## src/rtl/rf_mp_scoreboard_if.sv

```systemverilog
// rf_mp_scoreboard_if: read, writeback and reserve signals of the scoreboarded register file
interface rf_mp_scoreboard_if #(
    parameter int DATA_W = 16,
    parameter int ADDR_W = 3
);
    logic [ADDR_W-1:0] read_register0;
    logic [ADDR_W-1:0] read_register1;
    logic [DATA_W-1:0] read_data0;
    logic [DATA_W-1:0] read_data1;
    logic              read_pending0;
    logic              read_pending1;
    logic              RegWrite0;
    logic [ADDR_W-1:0] write_register0;
    logic [DATA_W-1:0] write_data0;
    logic              RegWrite1;
    logic [ADDR_W-1:0] write_register1;
    logic [DATA_W-1:0] write_data1;
    logic              reserve_en;
    logic [ADDR_W-1:0] reserve_register;
    logic [ADDR_W:0]   pending_count;
    modport master (
        output read_register0, read_register1, RegWrite0, write_register0, write_data0,
               RegWrite1, write_register1, write_data1, reserve_en, reserve_register,
        input  read_data0, read_data1, read_pending0, read_pending1, pending_count
    );
    modport slave (
        input  read_register0, read_register1, RegWrite0, write_register0, write_data0,
               RegWrite1, write_register1, write_data1, reserve_en, reserve_register,
        output read_data0, read_data1, read_pending0, read_pending1, pending_count
    );
endinterface

```

## src/rtl/rf_mp_scoreboard.sv

```systemverilog
// rf_mp_scoreboard: 2R/2W register file with optional bypass, optional zero R0 and RAW scoreboard
module rf_mp_scoreboard #(
    parameter int DATA_W  = 16,
    parameter int ADDR_W  = 3,
    parameter int BYPASS  = 1,
    parameter int ZERO_R0 = 0
) (
    input logic clk,
    input logic rst_n,
    rf_mp_scoreboard_if.slave rf
);
    localparam int DEPTH = 2 ** ADDR_W;
    logic [DATA_W-1:0] regs [DEPTH];
    logic [DEPTH-1:0]  pending, pending_nxt;
    logic [ADDR_W:0]   count_nxt;
    logic              we0, we1, res;
    logic              hit0, hit1, rhit0, rhit1;
    // effective write/reserve enables: dropped during reset and for R0 when it is hardwired
    always_comb begin
        we0 = rf.RegWrite0 && rst_n && !(ZERO_R0 != 0 && rf.write_register0 == '0);
        we1 = rf.RegWrite1 && rst_n && !(ZERO_R0 != 0 && rf.write_register1 == '0);
        res = rf.reserve_en && rst_n && !(ZERO_R0 != 0 && rf.reserve_register == '0);
    end
    // register array: lane 1 is written last so it wins an address collision
    always_ff @(posedge clk or negedge rst_n) begin
        if (!rst_n) begin
            for (int i = 0; i < DEPTH; i++) regs[i] <= '0;
        end else begin
            if (we0) regs[rf.write_register0] <= rf.write_data0;
            if (we1) regs[rf.write_register1] <= rf.write_data1;
        end
    end
    // next pending bits: a reserve beats a same-cycle write since it is the newer producer
    always_comb begin
        pending_nxt = '0;
        count_nxt = '0;
        for (int i = 0; i < DEPTH; i++) begin
            pending_nxt[i] = (res && rf.reserve_register == ADDR_W'(i)) ||
                             (pending[i] && !((we0 && rf.write_register0 == ADDR_W'(i)) ||
                                              (we1 && rf.write_register1 == ADDR_W'(i))));
            count_nxt = count_nxt + {{ADDR_W{1'b0}}, pending_nxt[i]};
        end
    end
    // scoreboard state and its popcount, updated together
    always_ff @(posedge clk or negedge rst_n) begin
        if (!rst_n) begin
            pending          <= '0;
            rf.pending_count <= '0;
        end else begin
            pending          <= pending_nxt;
            rf.pending_count <= count_nxt;
        end
    end
    // same-cycle write/reserve matches per read port
    always_comb begin
        hit0  = BYPASS != 0 && ((we0 && rf.write_register0 == rf.read_register0) ||
                                (we1 && rf.write_register1 == rf.read_register0));
        hit1  = BYPASS != 0 && ((we0 && rf.write_register0 == rf.read_register1) ||
                                (we1 && rf.write_register1 == rf.read_register1));
        rhit0 = res && rf.reserve_register == rf.read_register0;
        rhit1 = res && rf.reserve_register == rf.read_register1;
    end
    // read ports: zero R0, then bypass (lane 1 first), then the array
    always_comb begin
        rf.read_data0 = (ZERO_R0 != 0 && rf.read_register0 == '0) ? '0 :
                        (BYPASS != 0 && we1 && rf.write_register1 == rf.read_register0) ? rf.write_data1 :
                        (BYPASS != 0 && we0 && rf.write_register0 == rf.read_register0) ? rf.write_data0 :
                        regs[rf.read_register0];
        rf.read_data1 = (ZERO_R0 != 0 && rf.read_register1 == '0) ? '0 :
                        (BYPASS != 0 && we1 && rf.write_register1 == rf.read_register1) ? rf.write_data1 :
                        (BYPASS != 0 && we0 && rf.write_register0 == rf.read_register1) ? rf.write_data0 :
                        regs[rf.read_register1];
        rf.read_pending0 = pending[rf.read_register0] && !(hit0 && !rhit0);
        rf.read_pending1 = pending[rf.read_register1] && !(hit1 && !rhit1);
    end
endmodule

```

## src/flat_wrapper.sv

```systemverilog
// flat-port wrapper written by rule: the top's interface ports become plain ports
module rf_mp_scoreboard_flat 
#(
    parameter int DATA_W  = 16,
    parameter int ADDR_W  = 3,
    parameter int BYPASS  = 1,
    parameter int ZERO_R0 = 0
)
  (clk, rst_n, rf_read_register0, rf_read_register1, rf_RegWrite0, rf_write_register0, rf_write_data0, rf_RegWrite1, rf_write_register1, rf_write_data1, rf_reserve_en, rf_reserve_register, rf_read_data0, rf_read_data1, rf_read_pending0, rf_read_pending1, rf_pending_count);
  rf_mp_scoreboard_if #(.DATA_W(DATA_W), .ADDR_W(ADDR_W)) rf_i ();
  input logic clk;
  input logic rst_n;
  input wire logic [$bits(rf_i.read_register0)-1:0] rf_read_register0;
  input wire logic [$bits(rf_i.read_register1)-1:0] rf_read_register1;
  input wire logic [$bits(rf_i.RegWrite0)-1:0] rf_RegWrite0;
  input wire logic [$bits(rf_i.write_register0)-1:0] rf_write_register0;
  input wire logic [$bits(rf_i.write_data0)-1:0] rf_write_data0;
  input wire logic [$bits(rf_i.RegWrite1)-1:0] rf_RegWrite1;
  input wire logic [$bits(rf_i.write_register1)-1:0] rf_write_register1;
  input wire logic [$bits(rf_i.write_data1)-1:0] rf_write_data1;
  input wire logic [$bits(rf_i.reserve_en)-1:0] rf_reserve_en;
  input wire logic [$bits(rf_i.reserve_register)-1:0] rf_reserve_register;
  output wire logic [$bits(rf_i.read_data0)-1:0] rf_read_data0;
  output wire logic [$bits(rf_i.read_data1)-1:0] rf_read_data1;
  output wire logic [$bits(rf_i.read_pending0)-1:0] rf_read_pending0;
  output wire logic [$bits(rf_i.read_pending1)-1:0] rf_read_pending1;
  output wire logic [$bits(rf_i.pending_count)-1:0] rf_pending_count;
  assign rf_i.read_register0 = rf_read_register0;
  assign rf_i.read_register1 = rf_read_register1;
  assign rf_i.RegWrite0 = rf_RegWrite0;
  assign rf_i.write_register0 = rf_write_register0;
  assign rf_i.write_data0 = rf_write_data0;
  assign rf_i.RegWrite1 = rf_RegWrite1;
  assign rf_i.write_register1 = rf_write_register1;
  assign rf_i.write_data1 = rf_write_data1;
  assign rf_i.reserve_en = rf_reserve_en;
  assign rf_i.reserve_register = rf_reserve_register;
  assign rf_read_data0 = rf_i.read_data0;
  assign rf_read_data1 = rf_i.read_data1;
  assign rf_read_pending0 = rf_i.read_pending0;
  assign rf_read_pending1 = rf_i.read_pending1;
  assign rf_pending_count = rf_i.pending_count;
  rf_mp_scoreboard #(.DATA_W(DATA_W), .ADDR_W(ADDR_W), .BYPASS(BYPASS), .ZERO_R0(ZERO_R0)) u_core (.clk(clk), .rst_n(rst_n), .rf(rf_i));
endmodule
```

## config.mk

```make
export PLATFORM = sky130hd
export DESIGN_NAME = rf_mp_scoreboard_flat
export DESIGN_NICKNAME = d
export VERILOG_FILES = /design/src/rtl/rf_mp_scoreboard_if.sv /design/src/rtl/rf_mp_scoreboard.sv /design/src/flat_wrapper.sv
export SDC_FILE = /design/constraint.sdc
export NUM_CORES = 1
export LEC_CHECK = 0
export CORE_ASPECT_RATIO = 1.5
export CORE_MARGIN = 4
export CORE_UTILIZATION = 40
export CTS_CLUSTER_DIAMETER = 200
export DETAILED_ROUTE_END_ITERATION = 12
export GPL_ROUTABILITY_DRIVEN = 0
export PLACE_DENSITY = 0.67
export SLEW_MARGIN = 15
export SYNTH_ARGS = -nofsm -noshare
export SYNTH_HDL_FRONTEND = slang
export SYNTH_SLANG_ARGS = --single-unit
```

## constraint.sdc

```tcl
create_clock -name clk -period 5.19 [get_ports clk]
set_clock_uncertainty 0.1 [all_clocks]
set_input_delay 1.038 -clock clk [delete_from_list [all_inputs] [get_ports clk]]
set_output_delay 1.038 -clock clk [all_outputs]
set_load 0.05 [all_outputs]
```

==> summary.txt, run 1 <==
STA
  – Relative slew slack: 0.422
  – Final setup fails: 0
  – Hold slack: 0.341 ns
  – RSZ-0062 raised after global routing: no
  – Final Critical Period: 4.66 ns
  – Setup TNS: 0 ns
  – Pins Over Slew Limit: 0
  – Worst-margin pin slew: 0.867 ns
  – Hold Violations, Final: 0
  – Fin worst setup slack: 0.532 ns
  – Final worst-path cycle share: 0.897
  – Peak Freq: 215 MHz

Pwr
  – Sw Pwr: 1.60 mW
  – Leak Pwr: 4.80 nW
  – Seq pwr share: 0.332
  – Worst IR Drop VDD: 210 µV
  – Pwr Density: 403 nW/µm²
  – Internal Pwr Total: 3.16 mW
  – Comb power frac: 0.387
  – Sw Ratio: 0.335
  – Clock share of power: 0.280
  – Final Power: 4.76 mW

Layout
  – Final net count: 1023
  – Area growth, synth to finish: 21.5%
  – Most frequent cells in the layout: mux2i_1 (162), dfrtp_1 (140), nand2_1 (132)
  – N_diodes: 0
  – Share of layout cells above drive strength 1: 0.231
  – Most common cell after layout, fill and taps aside: mux2i_1
  – Non-Filler Instances: 1296

Setup path
  – Critical Path AT: 3.52 ns
  – Element type at the critical path end: output port
  – Maximum net fanout on the critical path: 12
  – Most used cell, CP: buf_12
  – CP max stage cell: or4_1
  – Critical path type: input port to output port
  – Critical Path Start Type: input port
  – Worst path required time: 4.05 ns
  – CP top delay family: buffers and inverters
  – Cells along the critical path: clkdlybuf4s50_1 -> nand2_2 -> buf_4 -> or4_1 -> buf_12 -> mux2i_1 -> o21ai_1 -> buf_12
  – Slowest stage delay, CP: 0.77 ns
  – Worst Path Buf+Inv: 4

Global routing
  – Vias in the first global route: 7977
  – Grt total ovfl: 0
  – Initial antenna violation count: 1
  – Global-route wire length before repair: 46500 µm
  – Gr usage total: 0.226
  – Largest net degree at the start of global routing: 67

Floorplan
  – Die area: 26900 µm²
  – Die height: 199 µm
  – I/O pins: 90
  – Row cnt: 69
  – Initial Util: 0.408
  – Total core area: 23800 µm²
  – Die X: 135 µm

Clock tree
  – Post-CTS Resized: 0
  – Max clock buf depth: 2
  – CTS H-tree lvls: 4
  – Sink Count: 140
  – CTS tree: done
  – CTS root buf: clkbuf_16
  – Post-CTS setup buffer count: 0
  – Clock latency on the worst-skew pair: 0.42 ns
  – CTS clk-pin slew, worst paths: 0.06 ns
  – CTS Buf Count: 17
  – Hold Buf Count CTS: 0

Job
  – Max Cap Viol: 0

Route
  – TritonRoute pass-1 iters: 5
  – Antenna viol nets, final: 0
  – Initial DRC Count: 781
  – Via Count: 7503
  – WL final: 29400 µm
  – WL/cell: 22.7 µm
  – # DRC: 0
  – Via density: 5.79

Synth
  – Yosys warns: 0
  – Asr flop ratio synth: 1.00
  – #FFs+latches synth: 140
  – Area share of the largest cell type after synthesis: 0.361
  – Seq/Total Area, Yosys: 0.361
  – Top post-synthesis cells by area: dfrtp_1 (36%), mux2i_1 (17%), mux4_2 (16%)
  – Most used flip-flop cell after synthesis: dfrtp_1
  – Synthesized instance count: 925
  – Distinct cells, synth: 39
  – Syn Nets: 984
  – Synth Cell Area: 9710 µm²
  – Synthesized area per cell: 10.5 µm²
  – Post-synth EDFFs: 0
  – Yosys top cell by area: dfrtp_1

Outcome
  – Status: finished, final reports clean

Placed design
  – Placed instance count: 1264
  – Pre-CTS WS: 0.173 ns
  – IO Port Bufs: 89
  – HPWL Detailed: 18400 µm

Worst hold path
  – HP Class: input port to asynchronous set/reset pin
==> through the flow <==
step                      area, µm²  utilization
after floorplan                9710            -
after global placement        11100        0.468
after detailed placement      11100        0.468
after CTS                     11800        0.495
after global routing          11800        0.495
final                         11800        0.495
==> worst register-to-register path: cells and delay by family (launching register included) <==
family	cells	cell delay [ns]
adders and majority gates	5	2.05
DFF	1	0.40
AOI/OAI and AO/OA	1	0.24
xor gates and xnor gates	1	0.17
buffers and inverters	2	0.11
==> registers in the layout (all words and copies together), names as in the netlist <==
name / flops
u_core.regs: 128
u_core.pending: 8
u_core.rf.pending_count: 4
==> cells in the mapped netlist, types with 7 or more instances <==
cell and number:
buf_6 11, nand2_1 132, mux2i_1 162, mux2_2 32
nor2_1 40, dfrtp_1 140, xor2_1 13, o21ai_1 28
o21ai_0 101, buf_2 13, a21oi_1 35, clkbuf_1 69
nor3_1 7, mux4_2 68, buf_4 9
==> per-layer routing <==
layer	GRT usage	vias to the layer above	wire length [µm]
met2	0.391	292	15200
li1	-	3405	-
met4	0.0844	2	928
met5	0	-	12
met1	0.284	3742	11800
met3	0.0380	62	1530
==> path summary, 6_finish.rpt <==
| kind | depth (start not counted) | slack [ns] | from | to |
|---|---|---|---|---|
| min in group clk | 1 | 0.47 | u_core.pending[6] | u_core.pending[6] |
| max in group asynchronous | 3 | 3.18 | rst_n | u_core.regs[93] |
| max | 8 | 0.53 | rf_RegWrite0 | rf_read_data1[12] |
| min reg2reg | 1 | 0.47 | u_core.pending[6] | u_core.pending[6] |
| min | 1 | 0.34 | rst_n | u_core.pending[2] |
| max reg2reg | 9 | 2.00 | u_core.pending[0] | u_core.rf.pending_count[2] |
==> power by group through the flow <==
stage	Clock, mW	Combinational, mW	Sequential [mW]
floorplan	0	1.15	1.56
detailed placement	0	1.85	1.59
finish	1.33	1.84	1.58
global placement	0	1.81	1.57
global route	1.40	1.98	1.61
CTS	1.35	1.86	1.57
==> layout make-up <==
cell class | count | area (µm²)
clock buffers | 24 | 492
clock inverters | 8 | 155
fillers | 2177 | 12000
inverters | 5 | 18.8
multi-input cells | 671 | 5680
flip-flops and latches | 140 | 3500
well taps | 319 | 399
repair buffers | 129 | 1550
==> cells by family (layout without fill, tap and decap cells) <==
logic type,Yosys count,in the layout,synth area share
AOI/OAI and AO/OA,174,174,0.0942
xor gates and xnor gates,19,19,0.0171
adders and majority gates,7,7,0.0121
buffers and inverters,114,166,0.0611
DFF,140,140,0.361
muxes,262,262,0.362
and+or+nand+nor,209,209,0.0929
Note: power is estimated with default switching activity, not from simulation.
==> run 2, diff against run 1 <==
ABC_CLOCK_PERIOD_IN_PS = 5190   (was unset)
CAP_MARGIN = 15   (was unset)
==> run 2 against run 1 <==
Effect of this change:
- combinational power about the same
- count of clock-buffer cells in the layout decreased by 4
- setup slack improved by 0.0091 ns
- power decreased by 2.6%
- die area unchanged
- fmax increased by 0.20%
- first-iteration DRC count decreased by 7.9%
- sequential share of layout area increased by 0.17 points
- hold slack got worse by 0.0019 ns
- clock power decreased by 9.8%
- sequential power about the same
- wire length increased by 0.50%
- largest cell class unchanged
- largest power group unchanged
- highest routed layer unchanged
==> summary.txt, run 2 (synthesis gave the netlist of run 1 again) <==
Outcome
  – Status: finished, final reports clean

Layout
  – Final net count: 1024 (+0.098%)
  – Area growth, synth to finish: 20.8%
  – Biggest register: u_core.regs
  – Biggest regs: u_core.regs (128), u_core.pending (8), u_core.rf.pending_count (4)
  – Most frequent cells in the layout: mux2i_1 (162), dfrtp_1 (140), nand2_1 (132)
  – Max reg flops: 128 (unchanged)
  – Filler Cell Count: 2149 (-1.3%)
  – Fin area: 11700 µm² (-0.58%)
  – Multi-input gate area: 5670 µm² (-0.11%)
  – Post-layout utilization of the core: 0.492 (-0.00289)
  – N_diodes: 0 (unchanged)
  – Share of layout cells above drive strength 1: 0.233 (+0.00205)
  – Most common cell after layout, fill and taps aside: mux2i_1
  – FF+latch area: 3500 µm² (unchanged)

Floorplan
  – Initial Util: 0.408 (unchanged)
  – Die area: 26900 µm² (unchanged)
  – Die height: 199 µm (unchanged)
  – I/O pins: 90 (unchanged)
  – Row cnt: 69 (unchanged)
  – Total core area: 23800 µm² (unchanged)
  – Die X: 135 µm (unchanged)

Setup path
  – RR Endpoint: u_core.rf.pending_count[2]
  – Worst path required time: 4.05 ns (about the same)
  – Flop-to-flop setup slack: 1.97 ns (-0.03 ns)
  – Critical path type: input port to output port
  – Maximum net fanout on the critical path: 12 (unchanged)
  – Critical Path AT: 3.51 ns (about the same)
  – Crit path from: rf_RegWrite0
  – Worst-case reg-to-reg path depth: 9 (unchanged)
  – Element type at the critical path end: output port
  – Critical Path Start Type: input port
  – R2r startpoint: u_core.pending[1]

Pwr
  – Leak Pwr: 4.76 nW (-0.73%)
  – Pwr Density: 395 nW/µm² (-2.1%)
  – Worst IR Drop VDD: 246 µV (+17%)

Global routing
  – Grt total ovfl: 0 (unchanged)
  – Largest net degree at the start of global routing: 67 (unchanged)
  – Global-route wire length before repair: 46700 µm (+0.45%)
  – Vias in the first global route: 8001 (+0.30%)
  – Initial antenna violation count: 1 (unchanged)
  – Gr usage total: 0.228 (+0.00168)

Route
  – TritonRoute pass-1 iters: 5 (unchanged)
  – Via Count: 7606 (+1.4%)
  – # DRC: 0 (unchanged)
  – Antenna viol nets, final: 0 (unchanged)
  – Initial DRC Count: 719 (-7.9%)
  – WL final: 29600 µm (+0.50%)
  – Via density: 5.87 (+1.4%)
  – WL/cell: 22.8 µm (+0.50%)

Clock tree
  – CTS root buf: clkbuf_16
  – Clock latency on the worst-skew pair: 0.42 ns (about the same)
  – CTS tree: done
  – Max clock buf depth: 2 (unchanged)
  – Hold Buf Count CTS: 0 (unchanged)
  – Sink Count: 140 (unchanged)
  – CTS H-tree lvls: 4 (unchanged)
  – Post-CTS setup buffer count: 0 (unchanged)
  – CTS Buf Count: 17 (unchanged)
  – CTS clk-pin slew, worst paths: 0.06 ns (about the same)
  – Post-CTS Resized: 0 (unchanged)

STA
  – Setup TNS: 0 ns (unchanged)
  – Peak Freq: 215 MHz (+0.20%)
  – Final setup fails: 0 (unchanged)
  – Worst-margin pin slew: 0.868 ns (+0.00118 ns)
  – Hold Violations, Final: 0 (unchanged)
  – Final worst-path cycle share: 0.896 (-0.00175)
  – Final Critical Period: 4.65 ns (-0.00908 ns)
  – RSZ-0062 raised after global routing: no
  – Pins Over Slew Limit: 0 (unchanged)
  – Relative slew slack: 0.421 (-0.000790)
  – Hold slack: 0.340 ns (-0.00188 ns)

Placed design
  – IO Port Bufs: 89 (unchanged)
  – Placed inst area: 11200 µm² (about the same)
  – HPWL Detailed: 18500 µm (+0.61%)

Job
  – Max Cap Viol: 0 (unchanged)

Worst hold path
  – HP Class: input port to asynchronous set/reset pin
## run 2: where the power goes
group          switching (mW)  internal, mW
clock network           0.476         0.727
logic                   0.916         0.931
registers               0.209          1.37
total                    1.60          3.03
## run 2: critical path: stages
cell and delay (ns):
clkdlybuf4s50_1 0.51, nand2_2 0.07, buf_4 0.16, or4_1 0.78, buf_12 0.28, mux2i_1 0.13
o21ai_1 0.34, buf_12 0.19
## run 2: per-stage QoR
stage | instances | setup slack (ns) | power (mW)
floorplan | 925 | 0.402 | 2.71
global placement | 1264 | 0.207 | 3.38
detailed placement | 1265 | 0.157 | 3.44
global route | 1296 | 0.431 | 4.86
finish | 1296 | 0.542 | 4.63
CTS | 1296 | 0.525 | 4.66
## run 2: how the worst max path moves through the flow
stage                                 end  slack [ns]  cells past startpoint
5_1_grt                 rf_read_data1[12]        0.43                      8
6_report                rf_read_data1[12]        0.54                      8
3_3_place_gp   u_core.rf.pending_count[2]        0.21                     12
3_5_place_dp   u_core.rf.pending_count[2]        0.16                     12
2_1_floorplan  u_core.rf.pending_count[2]        0.40                     13
4_1_cts                 rf_read_data1[12]        0.52                      8
## run 2: layout make-up
type,instances,area share
clock buffers,20,0.0389
clock inverters,11,0.0102
well taps,319,0.0340
inverters,5,0.00160
flip-flops and latches,140,0.299
repair buffers,130,0.133
multi-input cells,671,0.484
## run 2: metal layers
layer  GRT usage  part of all wire  up-vias
li1            -                 -     3400
met1       0.282              0.40     3843
met2       0.392              0.50      285
met3      0.0402             0.056       76
met4      0.0975             0.038        2
met5           0           0.00061        -
==> run 3, diff against run 2 <==
==> constraint.sdc (replaced) <==
create_clock -name clk -period 5.19 [get_ports clk]
set_clock_uncertainty 0.1 [all_clocks]
set_input_delay 0.519 -clock clk [delete_from_list [all_inputs] [get_ports clk]]
set_output_delay 0.519 -clock clk [all_outputs]
set_load 0.05 [all_outputs]
==> run 3 against run 2 <==
Effect of this change:
- setup slack improved by 0.067 ns
- count of clock-buffer cells in the layout unchanged
- global-route usage decreased by 0.74 points
- critical path type is now input port to flip-flop
- highest routed layer unchanged
==> summary.txt, run 3 (synthesis gave the netlist of run 1 again) <==
Outcome
  – Status: finished, final reports clean

Layout
  – Biggest register: u_core.regs
  – Post-layout utilization of the core: 0.470 (-0.0226)
  – Max reg flops: 128 (unchanged)
  – Share of layout cells above drive strength 1: 0.219 (-0.0145)
  – Fin area: 11200 µm² (-4.6%)
  – Non-Filler Instances: 1286 (-0.77%)
  – Most common cell after layout, fill and taps aside: mux2i_1
  – Area growth, synth to finish: 15.2%
  – Biggest regs: u_core.regs (128), u_core.pending (8), u_core.rf.pending_count (4)
  – Most frequent cells in the layout: mux2i_1 (162), dfrtp_1 (140), nand2_1 (132)
  – Final net count: 1013 (-1.1%)

Route
  – TritonRoute pass-1 iters: 6 (+1)
  – WL final: 28800 µm (-2.6%)
  – WL/cell: 22.4 µm (-1.8%)
  – # DRC: 0 (unchanged)
  – Antenna viol nets, final: 0 (unchanged)
  – Initial DRC Count: 604 (-16%)
  – Via density: 5.79 (-1.4%)
  – Via Count: 7443 (-2.1%)

STA
  – Final Critical Period: 4.58 ns (-0.0666 ns)
  – Final worst-path cycle share: 0.883 (-0.0128)
  – Peak Freq: 218 MHz (+1.5%)
  – RSZ-0062 raised after global routing: no
  – Fin worst setup slack: 0.608 ns (+0.0666 ns)
  – Worst-margin pin slew: 0.884 ns (+0.0160 ns)
  – Hold Violations, Final: 0 (unchanged)
  – Pins Over Slew Limit: 0 (unchanged)
  – Final setup fails: 0 (unchanged)
  – Setup TNS: 0 ns (unchanged)
  – Relative slew slack: 0.410 (-0.0107)

Floorplan
  – I/O pins: 90 (unchanged)
  – Row cnt: 69 (unchanged)
  – Total core area: 23800 µm² (unchanged)
  – Initial Util: 0.408 (unchanged)
  – Die area: 26900 µm² (unchanged)
  – Die height: 199 µm (unchanged)
  – Die X: 135 µm (unchanged)

Setup path
  – Cells along the critical path: dlygate4sd3_1 -> buf_6 -> nand2_1 -> or4_1 -> a32o_1 -> ha_1 -> inv_1 -> fa_1 -> fa_1 -> inv_1 -> fa_1 -> fa_1 -> xor2_1
  – Critical path type: input port to flip-flop
  – Worst Path Buf+Inv: 4 (unchanged)
  – Critical Path AT: 4.79 ns (+1.28 ns)
  – Most used cell, CP: fa_1
  – CP top delay family: adder cells
  – Slowest stage delay, CP: 0.54 ns (-0.24 ns)
  – CP max stage cell: dlygate4sd3_1
  – Maximum net fanout on the critical path: 27 (+15)
  – Worst path required time: 5.39 ns (+1.34 ns)
  – Critical Path Start Type: input port
  – Element type at the critical path end: flip-flop

Pwr
  – Sw Pwr: 1.52 mW (-5.1%)
  – Worst IR Drop VDD: 246 µV (+0.21%)
  – Comb power frac: 0.360 (-0.039)
  – Leak Pwr: 4.56 nW (-4.4%)
  – Pwr Density: 390 nW/µm² (-1.3%)
  – Internal Pwr Total: 2.84 mW (-6.1%)
  – Clock share of power: 0.278 (+0.018)
  – Sw Ratio: 0.348 (+0.00253)
  – Seq pwr share: 0.362 (+0.021)

Clock tree
  – CTS clk-pin slew, worst paths: 0.05 ns (about the same)
  – CTS tree: done
  – Sink Count: 140 (unchanged)
  – CTS H-tree lvls: 4 (unchanged)
  – Max clock buf depth: 2 (unchanged)
  – CTS root buf: clkbuf_16
  – Post-CTS Resized: 0 (unchanged)
  – Clock latency on the worst-skew pair: 0.42 ns (about the same)
  – CTS Buf Count: 17 (unchanged)

Worst hold path
  – HP Class: input port to asynchronous set/reset pin

Placed design
  – HPWL Detailed: 17600 µm (-4.8%)
  – Placed inst area: 10600 µm² (-4.9%)
  – Pre-CTS WS: 0.594 ns (+0.437 ns)
  – Placed instance count: 1253 (-0.95%)
  – IO Port Bufs: 89 (unchanged)

Global routing
  – Gr usage total: 0.220 (-0.00740)
  – Largest net degree at the start of global routing: 68 (+1.5%)
  – Vias in the first global route: 7706 (-3.7%)
  – Grt total ovfl: 0 (unchanged)
  – Global-route wire length before repair: 44900 µm (-3.8%)
  – Initial antenna violation count: 6 (+5)

Job
  – Max Cap Viol: 0 (unchanged)
[run 3: changes by cell type in the layout (fill, tap and decap cells not counted), sizes merged]
cell           change
buf               -14
diode              +3
clkdlybuf4s50      +2
clkinvlp           -2
bufinv             +1
clkinv             -1
dlygate4sd3        +1
[run 3: path summary, 6_finish.rpt]
kind	endpoint	slack [ns]	depth (start not counted)	start
min in group clk	u_core.pending[6]	0.48	1	u_core.pending[6]
worst max-delay path	u_core.rf.pending_count[2]	0.61	13	rst_n
worst max register to register	u_core.rf.pending_count[2]	1.97	9	u_core.pending[0]
worst min register to register	u_core.pending[6]	0.48	1	u_core.pending[6]
max in group asynchronous	u_core.regs[62]	3.20	4	rst_n
worst min-delay path	u_core.regs[101]	0.43	2	rst_n
[run 3: area by class of cell]
type	instances	area (µm²)
clock inverters	9	123
diodes	3	7.51
well taps	319	399
clock buffers	20	447
multi-input cells	671	5670
fillers	2239	12600
inverters	5	18.8
repair buffers	119	1020
flip-flops and latches	140	3500
[run 3: layer usage]
layer	vias to the layer above	wire length (µm)	global-route usage
met2	320	14300	0.371
met4	6	976	0.0882
met3	71	1880	0.0425
li1	3371	-	-
met1	3675	11600	0.280
met5	-	34	0
[run 3: repair_timing]
| item | CTS | global route |
|---|---|---|
| hold buffers | 1 | 0 |
| hold endpoints to repair | 19 | 0 |
| buffers inserted | 0 | 0 |
[run 3: through the flow]
stage               hold WS, ns  power (mW)
global placement          0.305        3.12
detailed placement        0.305        3.17
floorplan                 0.123        2.71
finish                    0.431        4.36
global route              0.465        4.60
CTS                       0.433        4.38
[run 3: power by group through the flow]
stage	Clock (mW)	Sequential [mW]	Combinational [mW]
after global placement	0	1.57	1.55
after detailed placement	0	1.59	1.58
final	1.21	1.58	1.57
after global routing	1.28	1.61	1.72
after CTS	1.23	1.57	1.58
after floorplan	0	1.56	1.15
